===== config.mk =====
export PLATFORM = sky130hd
export DESIGN_NAME = fifo4x8_ctrl
export DESIGN_NICKNAME = d
export VERILOG_FILES = /design/src/rtl/fifo4x8_pkg.sv /design/src/rtl/fifo4x8_ptr.sv /design/src/rtl/fifo4x8_ctrl.sv
export SDC_FILE = /design/constraint.sdc
export NUM_CORES = 1
export LEC_CHECK = 0
export ABC_AREA = 1
export BUFFER_PORTS_ARGS = -buffer_cell sky130_fd_sc_hd__buf_4
export CORE_ASPECT_RATIO = 0.7
export CORE_UTILIZATION = 48
export CTS_CLUSTER_DIAMETER = 50
export DETAILED_ROUTE_END_ITERATION = 8
export MAX_ROUTING_LAYER = met4
export PLACE_DENSITY = 0.92
export SETUP_SLACK_MARGIN = 0.3
export SLEW_MARGIN = 20
export SYNTH_ARGS = -nofsm -noshare
export SYNTH_HDL_FRONTEND = slang
export SYNTH_SLANG_ARGS = --single-unit

===== constraint.sdc =====
create_clock -name clk -period 4.37 [get_ports clk]
set_input_delay 0.874 -clock clk [delete_from_list [all_inputs] [get_ports clk]]
set_output_delay 0.874 -clock clk [all_outputs]
set_load 0.1 [all_outputs]

===== src/rtl/fifo4x8_pkg.sv =====
// fifo4x8_pkg: shared sizing constants and FSM state type for the
// 4-entry x 8-bit FIFO controller.
//   DEPTH - number of RAM entries
//   WIDTH - data width in bits
//   AW    - RAM address / pointer width
//   CW    - occupancy counter width (holds 0..DEPTH)
package fifo4x8_pkg;

    localparam int DEPTH = 4;
    localparam int WIDTH = 8;
    localparam int AW    = 2;
    localparam int CW    = 3;

    typedef enum logic [1:0] {
        IDLE = 2'd0,
        RD1  = 2'd1,
        RD2  = 2'd2,
        OUT  = 2'd3
    } state_t;

endpackage


===== src/rtl/fifo4x8_ptr.sv =====
// fifo4x8_ptr: write/read pointer and occupancy tracking for the FIFO.
// Ports:
//   clk, rst         - clock, asynchronous active-high reset
//   inc_wr, inc_rd   - advance write / read pointer this edge
//   wr_ptr, rd_ptr   - current RAM pointers (wrap 3->0)
//   count            - occupancy 0..DEPTH
//   full, empty      - count==DEPTH, count==0
// The caller only raises inc_wr when !full and inc_rd when !empty, so
// count stays inside 0..DEPTH without extra saturation.
module fifo4x8_ptr
    import fifo4x8_pkg::*;
(
    input  logic          clk,
    input  logic          rst,
    input  logic          inc_wr,
    input  logic          inc_rd,
    output logic [AW-1:0] wr_ptr,
    output logic [AW-1:0] rd_ptr,
    output logic [CW-1:0] count,
    output logic          full,
    output logic          empty
);

    always_ff @(posedge clk or posedge rst) begin
        if (rst) begin
            wr_ptr <= '0;
            rd_ptr <= '0;
            count  <= '0;
        end else begin
            if (inc_wr) wr_ptr <= wr_ptr + AW'(1);
            if (inc_rd) rd_ptr <= rd_ptr + AW'(1);
            case ({inc_wr, inc_rd})
                2'b10:   count <= count + CW'(1);
                2'b01:   count <= count - CW'(1);
                default: count <= count;
            endcase
        end
    end

    assign full  = (count == CW'(DEPTH));
    assign empty = (count == '0);

endmodule


===== src/rtl/fifo4x8_ctrl.sv =====
// fifo4x8_ctrl: controller for a 4x8 FIFO built on an external single-port
// RAM with registered read data. Writes happen combinationally in IDLE;
// a pop takes RD1 (address), RD2 (RAM output valid), OUT (pop_valid pulse).
// Ports:
//   clk, rst                    - clock, asynchronous active-high reset
//   push_valid/push_data/push_ready - enqueue handshake
//   pop_req/pop_valid/pop_data  - dequeue request, one-cycle result pulse
//   count, full, empty          - occupancy status
//   ram_wr_en/ram_addr/ram_data_in  - RAM control
//   ram_data_out                - registered RAM read data
//   err[1:0] (only with FIFO4X8_CTRL_ERR_EN defined) - sticky
//                                 bit0 overflow, bit1 underflow
//
// state | meaning
// IDLE  | accepts pushes, or a pop when not empty (pop has priority)
// RD1   | RAM addressed with rd_ptr
// RD2   | RAM read data valid, captured on exit
// OUT   | pop_valid high for one cycle
module fifo4x8_ctrl
    import fifo4x8_pkg::*;
(
    input  logic             clk,
    input  logic             rst,
    input  logic             push_valid,
    input  logic [WIDTH-1:0] push_data,
    output logic             push_ready,
    input  logic             pop_req,
    output logic             pop_valid,
    output logic [WIDTH-1:0] pop_data,
    output logic [CW-1:0]    count,
    output logic             full,
    output logic             empty,
    output logic             ram_wr_en,
    output logic [AW-1:0]    ram_addr,
    output logic [WIDTH-1:0] ram_data_in,
    input  logic [WIDTH-1:0] ram_data_out
`ifdef FIFO4X8_CTRL_ERR_EN
    ,
    output logic [1:0]       err
`endif
);

    state_t        state;
    logic [AW-1:0] wr_ptr;
    logic [AW-1:0] rd_ptr;
    logic          pop_accept;
    logic          push_accept;

    assign pop_accept  = (state == IDLE) && pop_req && !empty;
    // rst gating keeps the RAM write strobe low while reset is held.
    assign push_ready  = !rst && (state == IDLE) && !full && !(pop_req && !empty);
    assign push_accept = push_valid && push_ready;

    assign ram_wr_en   = push_accept;
    assign ram_data_in = push_data;
    assign ram_addr    = (state == RD1 || state == RD2) ? rd_ptr : wr_ptr;

    fifo4x8_ptr u_ptr (
        .clk    (clk),
        .rst    (rst),
        .inc_wr (push_accept),
        .inc_rd (state == RD2),
        .wr_ptr (wr_ptr),
        .rd_ptr (rd_ptr),
        .count  (count),
        .full   (full),
        .empty  (empty)
    );

    always_ff @(posedge clk or posedge rst) begin
        if (rst) begin
            state     <= IDLE;
            pop_valid <= 1'b0;
            pop_data  <= '0;
        end else begin
            case (state)
                IDLE: begin
                    pop_valid <= 1'b0;
                    if (pop_accept) state <= RD1;
                end
                RD1: state <= RD2;
                RD2: begin
                    state     <= OUT;
                    pop_data  <= ram_data_out;
                    pop_valid <= 1'b1;
                end
                OUT: begin
                    state     <= IDLE;
                    pop_valid <= 1'b0;
                end
                default: begin
                    state     <= IDLE;
                    pop_valid <= 1'b0;
                end
            endcase
        end
    end

`ifdef FIFO4X8_CTRL_ERR_EN
    always_ff @(posedge clk or posedge rst) begin
        if (rst) begin
            err <= 2'b00;
        end else begin
            if (push_valid && full)                  err[0] <= 1'b1;
            if ((state == IDLE) && pop_req && empty) err[1] <= 1'b1;
        end
    end
`endif

endmodule


[Yosys cells after proc, flatten, opt, wreduce, memory -nomap -nowiden]
Index checks and enable logic that the tools add are counted.
Cells by class
  $add $sub $neg: 4
  eq/ne operators: 7
  mux-type cells: 5
  reduce and logical (&&, ||, !) cells: 17
Operators by type and width (count)
  $pmux W2 S4: 1
  $logic_and A1 B1 Y1: 7
  $eq A2 B2 Y1 const B: 3
  $pmux W3 S2: 1
  $add A2 B1 Y2 const B: 2
  $eq A2 B1 Y1 const B: 2
  $logic_not A1 Y1: 4
  $mux W2: 2
  $reduce_bool A2 Y1: 2
  $add A3 B1 Y3 const B: 1
  $eq A3 B3 Y1 const B: 1
  $logic_not A3 Y1: 1
  $sub A3 B1 Y3 const B: 1
  $logic_not A2 Y1: 1
  $ne A2 B2 Y1 const B: 1
  $pmux W1 S2: 1
  $reduce_or A2 Y1: 1
  $logic_or A1 B1 Y1: 1
Word-level totals
  flip-flop bits (word level): 18

[Logic depth before layout (Yosys ltp)]
Gate-level depths: netlist of the first run.
  depth after elaboration: 8
  depth in mapped cells: 12
  depth with buffers taken out: 12

[By module]
Synthesis of the first run repeated with hierarchy kept, for this count alone.
Second synthesis, totals
  cells, all modules: 110
  area, all modules: 940.9 um^2
By module, submodules not included
  fifo4x8_ctrl: times used 1, cells each 76, area each 599.3 um^2, sequential area each 275.3 um^2
  fifo4x8_ptr: times used 1, cells each 34, area each 341.6 um^2, sequential area each 175.2 um^2

[Least setup slack after synthesis of the first run]
OpenSTA, ideal clock, no wires.
  path type: register -> output
  start point: reg u_ptr.count[2]
  end point: out full
  arrival time: 3257 ps
  slack: 239 ps
  cell stages (with the launch flop): 3
  path buffers: 0
  cell sequence: dfrtp_1 -> inv_1 -> nor3_1
On the way
  longest elaborated chain between the ends: 1
RTL lines
  start: declaration: line fifo4x8_ptr.sv:19  | output logic [CW-1:0] count,
  start signal: assignment: line fifo4x8_ptr.sv:33  | 2'b10: count <= count + CW'(1);
  start signal: assignment: line fifo4x8_ptr.sv:34  | 2'b01: count <= count - CW'(1);
  start signal: assignment: line fifo4x8_ptr.sv:35  | default: count <= count;
  $eq A3 B3 Y1: line fifo4x8_ptr.sv:40  | assign full = (count == CW'(DEPTH));
  end: declaration: line fifo4x8_ctrl.sv:31  | output logic full,
Every way passes these cells.

[Worst setup path in the final report of the first run]
  start point: in rst
  end point: out ram_wr_en
On the way
  longest elaborated chain between the ends: 5
RTL lines
  start: declaration: line fifo4x8_ctrl.sv:23  | input logic rst,
  $logic_not A1 Y1 (no source line)
  $logic_and A1 B1 Y1 (3 in a row): line fifo4x8_ctrl.sv:51  | assign push_ready = !rst && (state == IDLE) && !full && !(pop_req && !empty);
  $logic_and A1 B1 Y1: line fifo4x8_ctrl.sv:52  | assign push_accept = push_valid && push_ready;
  end: declaration: line fifo4x8_ctrl.sv:33  | output logic ram_wr_en,
Every way passes these cells.

==> results of run 1 <==
-- cell usage after synthesis --
cell type,number,area (um2)
nand2_2,2,12.51
dfrtp_1,18,450.4
a21oi_4,1,16.27
xor2_1,2,17.52
buf_2,1,5.000
mux2_2,9,101.4
xnor2_1,2,17.52
nand2_1,17,63.81
fa_1,1,20.02
nand3_4,1,17.52
nor3_1,1,5.000
nor2_4,1,11.26
nand4_1,2,12.51
o21ai_0,3,15.01
inv_1,12,45.04
ha_1,5,62.56
buf_4,8,60.06
o21ai_2,2,17.52
nor2_1,2,7.510
nand2_4,1,11.26
nand3_1,1,5.000
-- area by class of cell --
type	count	area, um2	share of cell area (%)
well taps	22	27.53	2.287
multi-input cells	53	419.2	34.82
clock buffers	4	36.28	3.015
inverters	12	45.04	3.742
repair buffers	30	225.2	18.71
flip-flops and latches	18	450.4	37.42
-- final timing paths --
path	endpoint	slack (ns)	start
max	ram_wr_en	1.44	rst
min	u_ptr.rd_ptr[1]$_DFFE_PP0P_	0.49	u_ptr.rd_ptr[1]$_DFFE_PP0P_
max reg2reg	u_ptr.count[2]$_DFFE_PP0P_	2.11	state[0]$_DFFE_PP0P_
min reg2reg	u_ptr.rd_ptr[1]$_DFFE_PP0P_	0.49	u_ptr.rd_ptr[1]$_DFFE_PP0P_
max in group asynchronous	u_ptr.wr_ptr[1]$_DFFE_PP0P_	3.58	rst
min in group asynchronous	pop_data[2]$_DFFE_PP0P_	0.60	rst
-- logic make-up after synthesis --
logic type                 count (synthesis)  synth area share [%]
and+or+nand+nor                           28                 15.02
buffers and inverters                     21                 11.30
adders and majority gates                  6                 8.472
AOI/OAI and AO/OA                          6                 5.007
xor gates and xnor gates                   4                 3.595
DFF                                       18                 46.21
muxes                                      9                 10.40
-- sequential cells by signal, summed over array words and instances (netlist names) --
name          count
u_ptr.wr_ptr      2
u_ptr.rd_ptr      2
pop_valid         1
state             2
pop_data          8
u_ptr.count       3
-- per-layer routing --
metal | GRT usage [%] | vias to the layer above
met5 | - | -
met4 | 11.59 | 0
li1 | - | 332
met1 | 19.23 | 338
met2 | 30.72 | 21
met3 | 2.970 | 4
-- stage by stage --
| stage | util, % | cells | setup WS (ns) |
|---|---|---|---|
| after floorplan | - | 92 | 0.5981 |
| after global placement | 61.87 | 135 | 1.476 |
| after detailed placement | 61.87 | 135 | 1.419 |
| after CTS | 63.79 | 139 | 1.424 |
| after global routing | 63.79 | 139 | 1.339 |
| final | 63.79 | 139 | 1.437 |
==> results_dict.tcl, run 1 <==
set metrics [dict create \
    status "complete, no violations" \
    clk_latency_ns 0.28 \
    first_global_vias 658 \
    maxSlewViolCount 0 \
    die_y_um 39.70 \
    met1Wirelength_um 763 \
    max_slew.worst_pin.slew_ns 0.5668 \
    grt_pass1_wl_um 2787 \
    finalWirelength_um 1829 \
    period_share_pct 67.11 \
    post_cts_resize_count 0 \
    finClkSkew_ns 0.0008168 \
    overflow 0 \
    fill_cells 139 \
    slew_headroom_pct 62.21 \
    layout.cells.most_common_list "30 x buf_4, 18 x dfrtp_1, 17 x nand2_1, 12 x inv_1, 9 x mux2_2" \
    core_um2 1887 \
    dieWidth_um 55.86 \
    drcViolationCount 0 \
    rows 13 \
    syn_nets 118 \
    ys_warn_count 0 \
    critical_path_buf_inv_count 5 \
    ys_ff_latch 18 \
    cts_hold_buf 0 \
    synthCells 92 \
    maxCapViolations 0 \
    slowest_delay_ns 0.28 \
    rsz0062_at_grt "no" \
    hpwl_um 1428 \
    path_class "in2out" \
    hold_ws_ns 0.4873 \
    crit_required_ns 3.50 \
    first_pass_iters 4 \
    synthToLayoutAreaGrowth_pct 23.49 \
    via_count 695 \
    fin_setup_tns_ns 0 \
    rr_worst_depth 9 \
    grt_max_degree 20 \
    min_path_type "reg2reg" \
    max_freq_mhz 341.0 \
    drtIter0Drc 16 \
    die_area_um2 2218 \
    critical-path-slowest-cell "buf_4" \
    final_common_cell "buf_4" \
    crit_arrival_ns 2.06 \
    min_path_cells 1 \
    initial_core_util_pct 51.66 \
    final_area_um2 1204 \
    io_pins 46 \
    numPortBuffers 29 \
    drive_gt1_share_pct 44.44 \
    wl_met2_um 940 \
    post_cts.repair.setup_buffers 0 \
    wl_met3_um 101 \
    grt_use_total_pct 17.40 \
    clk_pin_slew_ns 0.10 \
    top_layer_used "met4" \
    cts_tree "done" \
    drtAntennaViolNets 0 \
    crit_fanout 19 \
    antennaDiodeCount 0 \
    crit_path_frequent_cell "buf_4" \
    finalWeightedCongestion 0.8701 \
    cp_top_family "buffers and inverters" \
    period_needed_ns 2.933 \
    cts-root-to-sink-buffers 2 \
    cts_sinks 18 \
    wl_per_cell_um 13.16 \
    setup_viol 0 \
    path_cells "buf_4 -> inv_1 -> buf_4 -> nand2_1 -> a21oi_4 -> nand3_4 -> inv_1 -> buf_4" \
    cp-start-kind "input port" \
    worst-path-stages 8 \
    yosysUniqueCellTypes 21 \
    avgSynthCellArea_um2 10.59 \
    htree_levels 1 \
    finalHoldViolCount 0 \
    place_area_um2 1167 \
    nNetsFinal 144 \
    syn_area_um2 974.7 \
    viasPerCell 5.000 \
    worstSetupEndpointType "output port" \
    yosysSeqAreaShare_pct 46.21 \
    cts-buffers-inserted 3 \
    antenna_found_initial 0 \
    clockRootBuffer "clkbuf_4" \
]
Power of run 1 is left out: the tool's default activity adds up to more than one toggle a clock period on the data nets, which glitch-free logic cannot reach.
==> inputs of run 2 (changes only) <==
Settings changed: CORE_UTILIZATION 48 to 45, PLACE_DENSITY 0.92 to 0.88.
Clock period 4.37 ns to 3 ns, I/O delays scaled along.
==> results_dict.tcl, run 2 (synthesized netlist as in run 1, its figures left out) <==
set metrics [dict create \
    rows 13 \
    grt_use_total_pct 17.74 \
    final_common_cell "buf_4" \
    cts_sinks 18 \
    htree_levels 1 \
    antennaDiodeCount 0 \
    initial_core_util_pct 49.94 \
    cts-root-to-sink-buffers 2 \
    dieWidth_um 57.63 \
    rr_worst_depth 12 \
    worstSetupEndpointType "output port" \
    status "finished with violations" \
    reg2reg_from "state[0]$_DFFE_PP0P_" \
    drtIter0Drc 13 \
    viasPerCell 4.971 \
    largest_register "pop_data" \
    busiest_layer "met2" \
    cts_hold_buf 0 \
    hpwl_um 1384 \
    finClkSkew_ns 0.01229 \
    via_count 696 \
    overflow 0 \
    grt_pass1_wl_um 2787 \
    period_needed_ns 2.389 \
    first_global_vias 654 \
    nNetsFinal 145 \
    fill_cells 155 \
    multi_input_area_um2 425.4 \
    crit_required_ns 2.40 \
    endpoint "ram_wr_en" \
    finalWirelength_um 1716 \
    drtAntennaViolNets 0 \
    min_path_type "in2async" \
    cp-start-kind "flip-flop" \
    cts-buffers-inserted 3 \
    setup_viol 0 \
    crit_fanout 4 \
    die_area_um2 2359 \
    grt_max_degree 19 \
    layout.cells.most_common_list "31 x buf_4, 18 x dfrtp_1, 17 x nand2_1, 12 x inv_1, 9 x mux2_2" \
    wl_per_cell_um 12.26 \
    drcViolationCount 4 \
    grtUsageMet3_pct 6.625 \
    clk_latency_ns 0.30 \
    final_core_util_pct 62.37 \
    core_um2 1952 \
    largest_register_ffs 8 \
    violations "design-rule violations" \
    maxCapViolations 0 \
    path_class "reg2out" \
    clk_pin_slew_ns 0.10 \
    clockRootBuffer "clkbuf_4" \
    post_cts.repair.setup_buffers 0 \
    drive_gt1_share_pct 44.92 \
    period_share_pct 79.64 \
    crit_arrival_ns 1.79 \
    post_cts_resize_count 0 \
    fin_setup_tns_ns 0 \
    seqCellArea_um2 450.4 \
    max_slew.worst_pin.slew_ns 0.2832 \
    max_freq_mhz 418.5 \
    cts_tree "done" \
    reg_top3 "pop_data: 8 flops, u_ptr.count: 3 flops" \
    finalWeightedCongestion 0.7605 \
    io_pins 46 \
    grtUsageMet2_pct 31.40 \
    slew_headroom_pct 81.12 \
    antenna_found_initial 0 \
    first_pass_iters 6 \
    setup.worst_path.start "state[0]$_DFFE_PP0P_" \
    finalHoldViolCount 0 \
    die_y_um 40.94 \
    maxSlewViolCount 0 \
    grt.met1_usage_pct 18.81 \
    synthToLayoutAreaGrowth_pct 24.90 \
    r2r_end "u_ptr.count[2]$_DFFE_PP0P_" \
    rsz0062_at_grt "no" \
    r2r_slack_ns 0.86 \
    numPortBuffers 29 \
]
==> run 2: cell count changes in the layout (fill, tap and decap cells not counted) <==
cell     previous run  this run
nor3_4              0         1
nor3_2              1         0
o21ai_1             0         2
buf_4              30        31
o21ai_0             3         1
==> run 2: metrics by stage <==
stage / setup slack (ns) / cell area (um2) / std cells / hold slack [ns]
3_3_place_gp: 0.9296 / 1181 / 136 / 0.4604
4_1_cts: 0.5961 / 1217 / 140 / 0.3328
6_report: 0.6107 / 1217 / 140 / 0.3326
5_1_grt: 0.4754 / 1217 / 140 / 0.3409
3_5_place_dp: 0.8245 / 1181 / 136 / 0.4697
2_1_floorplan: 0.2579 / 985.9 / 92 / 0.4453
==> run 2: worst min path at each step <==
stage	startpoint	slack, ns	to	depth (start not counted)
after global routing	rst	0.34	pop_data[6]$_DFFE_PP0P_	3
after detailed placement	u_ptr.rd_ptr[1]$_DFFE_PP0P_	0.47	u_ptr.rd_ptr[1]$_DFFE_PP0P_	1
final	rst	0.33	pop_data[6]$_DFFE_PP0P_	3
after floorplan	u_ptr.rd_ptr[1]$_DFFE_PP0P_	0.45	u_ptr.rd_ptr[1]$_DFFE_PP0P_	1
after global placement	u_ptr.rd_ptr[1]$_DFFE_PP0P_	0.46	u_ptr.rd_ptr[1]$_DFFE_PP0P_	1
after CTS	rst	0.33	state[0]$_DFFE_PP0P_	3
==> run 2: metal layers <==
layer  wire, um  vias to the layer above  part of all wire (%)
met5          0                        -                     0
met4         19                        0                   1.1
met3        110                        5                   6.4
met2        874                       21                    51
met1        711                      334                    41
li1           -                      336                     -
==> run 2: cell type report <==
cell class	instances	share of cell area, %
Sequential cell	18	37.00
Multi-Input combinational cell	53	34.94
Timing Repair Buffer	31	19.12
Inverter	12	3.700
Clock buffer	4	2.980
Tap cell	22	2.261
==> run 2: worst max-delay path, cell delays in order, from the launching register on <==
cell and delay, ns:
dfrtp_1 0.42, inv_1 0.11, ha_1 0.22, nand2_1 0.10
a21oi_4 0.18, nand3_4 0.11, inv_1 0.07, buf_4 0.28
Power of run 2 is left out for the same reason.
